===== config.mk =====
export PLATFORM = sky130hd
export DESIGN_NAME = seq_step_ctrl
export DESIGN_NICKNAME = d
export VERILOG_FILES = /design/src/rtl/seq_step_ctrl.sv
export SDC_FILE = /design/constraint.sdc
export NUM_CORES = 1
export LEC_CHECK = 0
export ABC_AREA = 1
export CAP_MARGIN = 20
export CORE_UTILIZATION = 45
export CTS_CLUSTER_SIZE = 8
export DETAILED_ROUTE_END_ITERATION = 12
export PLACE_DENSITY = 0.69
export SLEW_MARGIN = 40
export SYNTH_ARGS = -nofsm -noshare
export SYNTH_HDL_FRONTEND = slang
export SYNTH_SLANG_ARGS = --single-unit
export TNS_END_PERCENT = 100

===== constraint.sdc =====
create_clock -name clk -period 6.8 [get_ports clk]
set_input_delay 1.36 -clock clk [delete_from_list [all_inputs] [get_ports clk]]
set_output_delay 1.36 -clock clk [all_outputs]
set_load 0.005 [all_outputs]

===== src/rtl/seq_step_ctrl.sv =====
// Command-driven sequencer for the 4-bit ripple sequence counter.
// Issues step/reset pulses, tracks the expected value, and checks ctr_q after each pulse.
module seq_step_ctrl #(
  parameter int CNT_W  = 8,
  parameter int SETTLE = 2,
  parameter int MAX_TO = 8
) (
  input  logic             clk,
  input  logic             rst,
  input  logic             cmd_valid,
  output logic             cmd_ready,
  input  logic [1:0]       cmd_op,
  input  logic [CNT_W-1:0] cmd_arg,
  input  logic [3:0]       ctr_q,
  output logic             ctr_step,
  output logic             ctr_rst,
  output logic             busy,
  output logic             done,
  output logic             err,
  output logic [CNT_W-1:0] steps_done,
  output logic [3:0]       exp_q
);

  localparam logic [1:0] OP_RUN    = 2'b00;
  localparam logic [1:0] OP_RESET  = 2'b01;
  localparam logic [1:0] OP_RUN_TO = 2'b10;
  localparam int         WW        = (SETTLE > 1) ? $clog2(SETTLE) : 1;

  typedef enum logic [2:0] {IDLE, RSTC, PULSE, WAIT, CHECK, DONE} state_t;

  state_t           state;
  logic [1:0]       op_lat;
  logic [CNT_W-1:0] arg_lat;
  logic [WW-1:0]    wait_cnt;

  logic [3:0]       nxt;
  logic             nxt_legal;
  logic [CNT_W-1:0] steps_inc;

  // Successor of the expected value; {legal, value}.
  function automatic logic [4:0] next_val(input logic [3:0] v);
    case (v)
      4'd0:    next_val = {1'b1, 4'd2};
      4'd2:    next_val = {1'b1, 4'd5};
      4'd5:    next_val = {1'b1, 4'd7};
      4'd7:    next_val = {1'b1, 4'd8};
      4'd8:    next_val = {1'b1, 4'd10};
      4'd10:   next_val = {1'b1, 4'd9};
      4'd9:    next_val = {1'b1, 4'd11};
      4'd11:   next_val = {1'b1, 4'd8};
      default: next_val = {1'b0, v};
    endcase
  endfunction

  always_comb begin
    {nxt_legal, nxt} = next_val(exp_q);
    steps_inc = (steps_done == {CNT_W{1'b1}}) ? steps_done : steps_done + CNT_W'(1);
  end

  always_ff @(posedge clk or negedge rst) begin
    if (!rst) begin
      state      <= IDLE;
      op_lat     <= OP_RUN;
      arg_lat    <= '0;
      wait_cnt   <= '0;
      cmd_ready  <= 1'b1;
      ctr_step   <= 1'b0;
      ctr_rst    <= 1'b1;
      busy       <= 1'b0;
      done       <= 1'b0;
      err        <= 1'b0;
      steps_done <= '0;
      exp_q      <= 4'd0;
    end else begin
      ctr_step <= 1'b0;
      ctr_rst  <= 1'b0;
      done     <= 1'b0;
      case (state)
        IDLE: begin
          if (cmd_valid) begin
            cmd_ready  <= 1'b0;
            busy       <= 1'b1;
            err        <= 1'b0;
            steps_done <= '0;
            op_lat     <= cmd_op;
            arg_lat    <= cmd_arg;
            case (cmd_op)
              OP_RESET: begin
                state   <= RSTC;
                ctr_rst <= 1'b1;
              end
              OP_RUN: begin
                if (cmd_arg == '0) begin
                  state <= DONE;
                  done  <= 1'b1;
                end else begin
                  state    <= PULSE;
                  ctr_step <= 1'b1;
                end
              end
              OP_RUN_TO: begin
                if (cmd_arg[3:0] == exp_q) begin
                  state <= DONE;
                  done  <= 1'b1;
                end else begin
                  state    <= PULSE;
                  ctr_step <= 1'b1;
                end
              end
              default: begin
                err   <= 1'b1;
                state <= DONE;
                done  <= 1'b1;
              end
            endcase
          end
        end
        RSTC, PULSE: begin
          state    <= WAIT;
          wait_cnt <= '0;
        end
        WAIT: begin
          if (wait_cnt == WW'(SETTLE - 1)) state <= CHECK;
          else                             wait_cnt <= wait_cnt + WW'(1);
        end
        CHECK: begin
          if (op_lat == OP_RESET) begin
            exp_q <= 4'd0;
            if (ctr_q != 4'd0) err <= 1'b1;
            state <= DONE;
            done  <= 1'b1;
          end else if (!nxt_legal) begin
            err   <= 1'b1;
            state <= DONE;
            done  <= 1'b1;
          end else begin
            exp_q      <= nxt;
            steps_done <= steps_inc;
            if (ctr_q != nxt) begin
              err   <= 1'b1;
              state <= DONE;
              done  <= 1'b1;
            end else if (op_lat == OP_RUN) begin
              if (steps_inc >= arg_lat) begin
                state <= DONE;
                done  <= 1'b1;
              end else begin
                state    <= PULSE;
                ctr_step <= 1'b1;
              end
            end else if (nxt == arg_lat[3:0]) begin
              state <= DONE;
              done  <= 1'b1;
            end else if (steps_inc >= CNT_W'(MAX_TO)) begin
              // Target not reached within the step limit.
              err   <= 1'b1;
              state <= DONE;
              done  <= 1'b1;
            end else begin
              state    <= PULSE;
              ctr_step <= 1'b1;
            end
          end
        end
        DONE: begin
          busy      <= 1'b0;
          cmd_ready <= 1'b1;
          state     <= IDLE;
        end
        default: state <= IDLE;
      endcase
    end
  end

endmodule


# Yosys cells after proc, flatten, opt, wreduce, memory -nomap -nowiden
# Cells that the tools add are included.
# Widths: inputs -> output; s select.
[op_classes]
add_sub_neg = 2
order_cmp = 2
n_eq_ne = 27
n_mux = 64
reduce_logical = 19
[op_table]
columns = ["operator", "n"]
rows = [
  ["$mux 1", 35],
  ["$pmux 5 s7", 1],
  ["$mux 3", 11],
  ["$mux 8", 4],
  ["$eq 4x4->1 const B", 4],
  ["$pmux 8 s2", 1],
  ["$ne 5x5->1 const B", 3],
  ["$pmux 1 s2", 7],
  ["$pmux 3 s4", 1],
  ["$pmux 3 s3", 1],
  ["$add 8x1->8 const B", 1],
  ["$eq 4x3->1 const B", 2],
  ["$eq 4x4->1", 2],
  ["$eq 8x8->1 const B", 1],
  ["$ge 8x4->1 const B", 1],
  ["$ge 8x8->1", 1],
  ["$logic_not 8->1", 1],
  ["$mux 4", 2],
  ["$ne 2x2->1 const B", 4],
  ["$reduce_and 2->1", 4],
  ["$reduce_bool 2->1", 4],
  ["$eq 3x2->1 const B", 2],
  ["$eq 3x3->1 const B", 2],
  ["$reduce_and 6->1", 1],
  ["other kinds (15)", 18],
]
[totals]
reg_bits = 32
in_bits = 17
output_inout_bits = 18

# Logic depth before layout (Yosys ltp)
# Gate-level depths: netlist of run 1.
[logic_depth]
word_depth = 10
ltp_mapped = 19
mapped_depth_nobuf = 19

# Worst setup path before layout of run 1
# Ideal clock, no wire load.
[synth_path]
path_type = "in2reg"
startpoint = "input cmd_arg[1]"
endpoint = "register state[2]"
setup_time_ps = 77
arrival_time_ps = 2304
required_time_ps = 6723
setup_slack_ps = 4419
path_stages = 8
path_cell_list = "or2_1 nor4_1 nand2_1 a21boi_1 nand2_1 nand2_1 inv_1 a21oi_1"
[synth_via]
elab_chain_cells = 5
[synth_rtl]
columns = ["item", "line", "source"]
rows = [
  ["start: declaration", "13", "input logic [CNT_W-1:0] cmd_arg,"],
  ["$eq 4x4->1 / $logic_not 8->1 (equally long branches)", "102, 93", ""],
  ["$mux 3, on equally long branches", "102, 93", ""],
  ["$pmux 3 s3 *", "87", "case (cmd_op)"],
  ["$mux 3 *", "80", "if (cmd_valid) begin"],
  ["$pmux 3 s4 *", "78", "case (state)"],
  ["end signal: assignment", "89", "state <= RSTC;"],
  ["end signal: assignment", "103", "state <= DONE;"],
  ["end signal: assignment", "106", "state <= PULSE;"],
  ["end: declaration", "31", "state_t state;"],
]
# Every way passes the cells marked *; elsewhere a longest branch is shown, timed or not. The select of a mux whose other input is x is not followed.
# A chain may end at the register's enable or synchronous reset.

# Worst setup path after layout of run 1
[layout_path]
startpoint = "input cmd_arg[1]"
endpoint = "register state[1]"
# The elaborated chain is that of the path after synthesis.

==> results of run 1 <==
## per-layer routing
layer,share of wire [%],routed length (um)
met1,48,2280
met2,46,2190
met3,4.4,208
met4,1.5,73
met5,0,0
## worst max-delay path: cells and delay by family
family          cells  cell delay, ps
compound gates      2             390
buf+inv             1             470
simple gates        5             820
## power breakdown
group	internal, mW	switching, mW	total [mW]
Combinational	0.223	0.315	0.537
Clock	0.0704	0.0693	0.140
Sequential	0.266	0.0643	0.330
Total	0.559	0.448	1.01
## cell usage after synthesis
library cell	count	area [sq um]
nor3_1	1	5.00
dfstp_2	2	52.6
nor2_1	16	60.1
o22ai_1	5	31.3
buf_2	3	15.0
nand4_1	3	18.8
o21ai_0	24	120
a21oi_1	10	50.1
nor2_4	1	11.3
o21bai_1	1	7.51
nand2_2	8	50.1
xnor2_1	4	35.0
nand3_2	4	40.0
or2_1	1	6.26
inv_2	5	18.8
nand3b_1	1	7.51
xor2_1	5	43.8
nand3_1	26	130
dfrtp_1	30	751
nor4_1	2	12.5
nand2_1	87	327
inv_1	42	158
o21a_1	1	7.51
ha_1	9	113
a21boi_1	1	7.51
o21bai_2	1	11.3
nor2_2	3	18.8
## through the flow
step           setup slack [ps]  hold WS [ps]  std cells  util (%)
2_1_floorplan              4420           475        296         -
3_3_place_gp               3790           485        381      56.9
3_5_place_dp               3710           481        381      56.9
4_1_cts                    3990           506        388      58.7
5_1_grt                    3760           530        388      58.7
6_report                   3960           499        388      58.7
## kinds of logic after synthesis
| family | after synthesis | share of synthesized area (%) |
|---|---|---|
| AND/OR/NAND/NOR | 153 | 32.6 |
| buffers and inverters | 50 | 9.08 |
| AO/OA/AOI/OAI | 43 | 11.2 |
| flip-flops | 32 | 38.1 |
| XOR/XNOR | 9 | 3.74 |
| adder cells (fa/ha/maj) | 9 | 5.34 |
## final cells by class
class / instances / share of cell area (%)
multi-input cells: 214 / 43.0
flip-flops and latches: 32 / 31.0
repair buffers: 36 / 13.7
inverters: 47 / 6.81
clock buffers: 7 / 2.95
well taps: 52 / 2.51
## final timing paths
kind	depth (start not counted)	slack, ps	end
max	8	3960	state[1]
min	2	500	err
max reg2reg	16	4250	state[0]
min reg2reg	2	500	err
max in group asynchronous	2	4990	ctr_rst
min in group asynchronous	2	1470	exp_q[0]
## registers in the layout, indices dropped and copies added, names as in the netlist
| register | flops |
|---|---|
| ctr_rst | 1 |
| exp_q | 4 |
| wait_cnt | 1 |
| cmd_ready | 1 |
| done | 1 |
| busy | 1 |
| state | 3 |
| arg_lat | 8 |
| op_lat | 2 |
| err | 1 |
| ctr_step | 1 |
| steps_done | 8 |
## placed cells by master (no fill, tap or decap), types with 4 or more instances in the layout
cell | netlist | layout
inv_2 | 5 | 5
nor2_1 | 16 | 16
inv_1 | 42 | 42
xor2_1 | 5 | 5
dfrtp_1 | 30 | 30
clkbuf_8 | 0 | 5
o21ai_0 | 24 | 24
a21oi_1 | 10 | 10
clkdlybuf4s50_1 | 0 | 34
o22ai_1 | 5 | 5
nand3_1 | 26 | 26
nand2_2 | 8 | 8
nand3_2 | 4 | 4
ha_1 | 9 | 9
nand2_1 | 87 | 87
xnor2_1 | 4 | 4
==> qor.yml, run 1 <==
run_status:
  status: "finished, final reports clean"
synthesis:
  synth-seq-cells: 32
  syn_area_sq_um: 2110
  syn_inst: 296
  yosys_warnings: 0
  ys_seq_area_share_pct: 38.1
  syn_area_per_cell_sq_um: 7.12
  synth_fp_nets: 322
  synth_cell_type_count: 27
power:
  power.density_nw_per_um2: 389
  vdd.ir_drop.worst_mv: 0.242
  p_total_mw: 1.01
  leakagePower_nw: 1.27
sta:
  finalCriticalPeriod_ps: 2840
  worst_slew_pin_slew_ps: 458
  rsz0062_at_grt: "false"
  fin_skew_ps: 5.64
  min_period_over_period_pct: 41.8
  finalHoldViolCount: 0
  max_slew_margin_pct: 69.5
  max_freq_ghz: 0.352
  final_max_slew_viol_count: 0
  setup_tns_ps: 0
  setup_violations: 0
critical_path:
  path_max_fanout: 3
  worstPathArrival_ps: 3020
  crit_required_ps: 6980
  critPathLaunchType: "input port"
  cpMostUsedCell: "nand2_1"
  crit_start: "cmd_arg[1]"
  regToRegStartpoint: "steps_done[0]"
  crit_path_cell_trace: "clkdlybuf4s50_1, or2_1, nor4_1, o21ai_0, a21oi_1, nand2_1, nand2_1, nand2_1"
  crit_type: "in2reg"
  critical-path-max-stage-delay_ps: 470
  cp_slowest_cell: "clkdlybuf4s50_1"
  cp-end-kind: "flip-flop"
place:
  gp_congestion: 0.922
  io_buffer_count: 34
  place_area_sq_um: 2510
  place_hpwl_um: 3710
die:
  die_x_um: 70.4
  io_pins: 35
  start_util_pct: 47.8
  fp-row-count: 24
  core_area_sq_um: 4410
  dieArea_sq_um: 4960
  die_height_um: 70.4
route:
  drtPass1Iterations: 4
  viasPerCell: 5.07
  vias: 1969
  antenna_left: 0
  wire_per_inst_um: 12.3
  drtIter0Drc: 110
  wirelength_um: 4750
  drc_errors: 0
clock_network:
  cts_buffers: 5
  cts_hold_buf: 0
  htreeDepth: 2
  clkSlewWorstSetupHoldPaths_ps: 60
  cts_tree: "done"
  cts_root_buf: "clkbuf_8"
  post_cts_buffers: 0
  cts_sinks: 32
  cts-resized-gates: 0
  cts.path.max_buffers: 2
  clk_latency_ps: 290
worst_hold_path:
  hp-start: "err"
  hp-class: "reg2reg"
global_route:
  grt.busiest_layer: "met2"
  grt_pass1_wl_um: 8390
  gr-usage-all-layers_pct: 21.6
  antenna_found_initial: 0
  grtUsageMet1_pct: 28.9
  grt_max_degree: 33
  grt_pass1_vias: 1903
  use_met3_pct: 5.92
  gr-total-overflow: 0
  grt_use_met2_pct: 33.8
final_layout:
  fin_nets: 362
  seq_area_sq_um: 803
  diodes: 0
  final_area_sq_um: 2590
  area_growth_pct: 22.8
  nFillCells: 438
  drive_gt1_share_pct: 9.23
  multiInputGateArea_sq_um: 1110
job:
  maxCapViolations: 0
No activity file was read; power rests on OpenSTA's default activity.
==> inputs of run 2 (changes only) <==
PLACE_DENSITY = 0.72   (was 0.69)
clock period = 2.4 ns   (was 6.8 ns; I/O delays follow)
==> run 2 against run 1 <==
Against the previous run: combinational power grew to 3.0 times the previous value; clock-buffer cell count grew 1; flip-flop and latch count unchanged; global-route usage is 0.84 points higher; critical path type is now reg2reg; largest cell class unchanged.
==> qor.yml, run 2 (synthesis results as in run 1) <==
die:
  fp-row-count: 24  # unchanged
  core_area_sq_um: 4410  # unchanged
  start_util_pct: 47.8  # unchanged
  io_pins: 35  # unchanged
  die_height_um: 70.4  # unchanged
  die_x_um: 70.4  # unchanged
  dieArea_sq_um: 4960  # unchanged
power:
  clkPwrFrac_pct: 14.2  # +0.3 points
  seqPwrFrac_pct: 31.5  # -1.3 points
  p_comb_share_pct: 54.2  # +0.9 points
  netSwitchingPower_mw: 1.30  # +190%
  p_total_mw: 2.97  # +190%
  internal-power_mw: 1.66  # +200%
  sw_frac_of_total_pct: 43.9  # -0.55 points
  leakagePower_nw: 1.31  # +2.8%
  power.density_nw_per_um2: 1090  # +180%
  vdd.ir_drop.worst_mv: 0.503  # +110%
final_layout:
  area_growth_pct: 28.7
  diodes: 0  # unchanged
  layout_commonest_cell: "nand2_1"
  drive_gt1_share_pct: 14.8  # +5.6 points
  fin_nets: 369  # +1.9%
  layout_common_cells: "85 x nand2_1, 40 x inv_1, 34 x clkdlybuf4s50_1, 29 x dfrtp_1, 26 x nand3_1"
  fin_util_pct: 61.5  # +2.8 points
  reg.largest.list: "arg_lat x8, steps_done x8, exp_q x4"
global_route:
  grt_pass1_wl_um: 8630  # +2.8%
  gr-total-overflow: 0  # unchanged
  grt_pass1_vias: 1906  # +0.16%
  antenna_found_initial: 0  # unchanged
  grt_max_degree: 33  # unchanged
  gr-usage-all-layers_pct: 22.4  # +0.84 points
sta:
  setup_violations: 0  # unchanged
  finalCriticalPeriod_ps: 2210
  worst_slew_pin_slew_ps: 468  # +9.96 ps
  max_slew_margin_pct: 68.8  # -0.66 points
  min_period_over_period_pct: 92.1
  fin_skew_ps: 4.32  # -1.32 ps
  rsz0062_at_grt: "false"
  setup_tns_ps: 0  # unchanged
  max_freq_ghz: 0.453
  holdWs_ps: 492  # -6.22 ps
  finalHoldViolCount: 0  # unchanged
  fin_ws_ps: 191  # -3770 ps
  final_max_slew_viol_count: 0  # unchanged
critical_path:
  path_max_fanout: 6  # +3
  critPathLaunchType: "flip-flop"
  crit_type: "reg2reg"
  cp-end-kind: "flip-flop"
  worstPathArrival_ps: 2390  # -630 ps
  crit_required_ps: 2580  # -4400 ps
clock_network:
  htreeDepth: 2  # unchanged
  clkSlewWorstSetupHoldPaths_ps: 60  # about the same
  cts_tree: "done"
  clk_latency_ps: 290  # about the same
  cts_sinks: 32  # unchanged
  cts_root_buf: "clkbuf_8"
  cts_buffers: 5  # unchanged
  cts.path.max_buffers: 2  # unchanged
route:
  drtIter0Drc: 167  # +52%
  vias: 2034  # +3.3%
  wire_per_inst_um: 12.7  # +3.8%
  viasPerCell: 5.14  # +1.2%
  drc_errors: 0  # unchanged
  antenna_left: 0  # unchanged
  wirelength_um: 5040  # +5.9%
  drtPass1Iterations: 4  # unchanged
place:
  io_buffer_count: 34  # unchanged
  place_hpwl_um: 3890  # +4.7%
  gp_congestion: 0.939  # +1.9%
  place_ws_ps: 85.2  # -3630 ps
run_status:
  status: "finished, final reports clean"
worst_hold_path:
  hp-class: "reg2reg"
job:
  maxCapViolations: 0  # unchanged
-- run 2: cell count changes in the layout (fill, tap and decap cells not counted), sizes merged --
cell    delta
clkbuf     +1
buf        +7
-- run 2: critical path, stage by stage, from the launching register on --
cell and delay (ps):
dfrtp_1 380, ha_2 200, nand2_1 80, inv_2 60
nand3_4 100, buf_4 130, nand3_2 120, ha_4 240
a21oi_1 120, o21a_1 130, nand3_1 70, nand2_1 70
nand2_2 60, o21bai_2 180, nand2_1 70, nand2_1 60
nand2_1 40
-- run 2: final timing paths --
path,start,end,slack (ps),depth (start not counted)
setup / recovery,steps_done[1],state[0],190,16
hold / removal,cmd_ready,cmd_ready,490,2
setup reg to reg,steps_done[1],state[0],190,16
hold reg to reg,cmd_ready,cmd_ready,490,2
max in group asynchronous,rst,cmd_ready,1490,2
min in group asynchronous,rst,err,580,2
-- run 2: stage by stage --
| stage | std cells | cell area [sq um] |
|---|---|---|
| after floorplan | 296 | 2110 |
| after global placement | 385 | 2540 |
| after detailed placement | 385 | 2540 |
| after CTS | 393 | 2630 |
| after global routing | 396 | 2710 |
| final | 396 | 2710 |
-- run 2: cell type report --
type / instances / area [sq um]
clock buffer: 8 / 90.1
fill: 423 / 1700
inverter: 47 / 176
multi-input combinational: 214 / 1170
sequential: 32 / 805
tap: 52 / 65.1
timing repair buffer: 43 / 408
-- run 2: power by group through the flow --
stage	logic, mW	clock network [mW]	registers, mW
finish	1.61	0.423	0.936
floorplan	1.07	0	0.901
CTS	1.56	0.434	0.932
global placement	1.53	0	0.932
global route	1.84	0.461	0.965
detailed placement	1.55	0	0.938
-- run 2: what timing repair did --
action,in CTS,in global routing
buffers inserted,0,3
hold buffers,0,0
hold endpoints to repair,0,0
gates resized for setup,0,15
setup endpoints to repair,0,5
-- run 2: per-layer routing --
layer,GRT usage (%),vias up,part of all wire [%]
li1,-,1038,-
met1,30.3,938,47
met2,34.6,50,46
met3,7.22,8,5.8
met4,5.56,0,1.4
met5,0,-,0
==> inputs of run 3 (changes only) <==
SKIP_CTS_REPAIR_TIMING = 1   (was unset)
==> results of run 3 <==
Same layout as run 2: the final DEF is identical, and so are final timing and power.
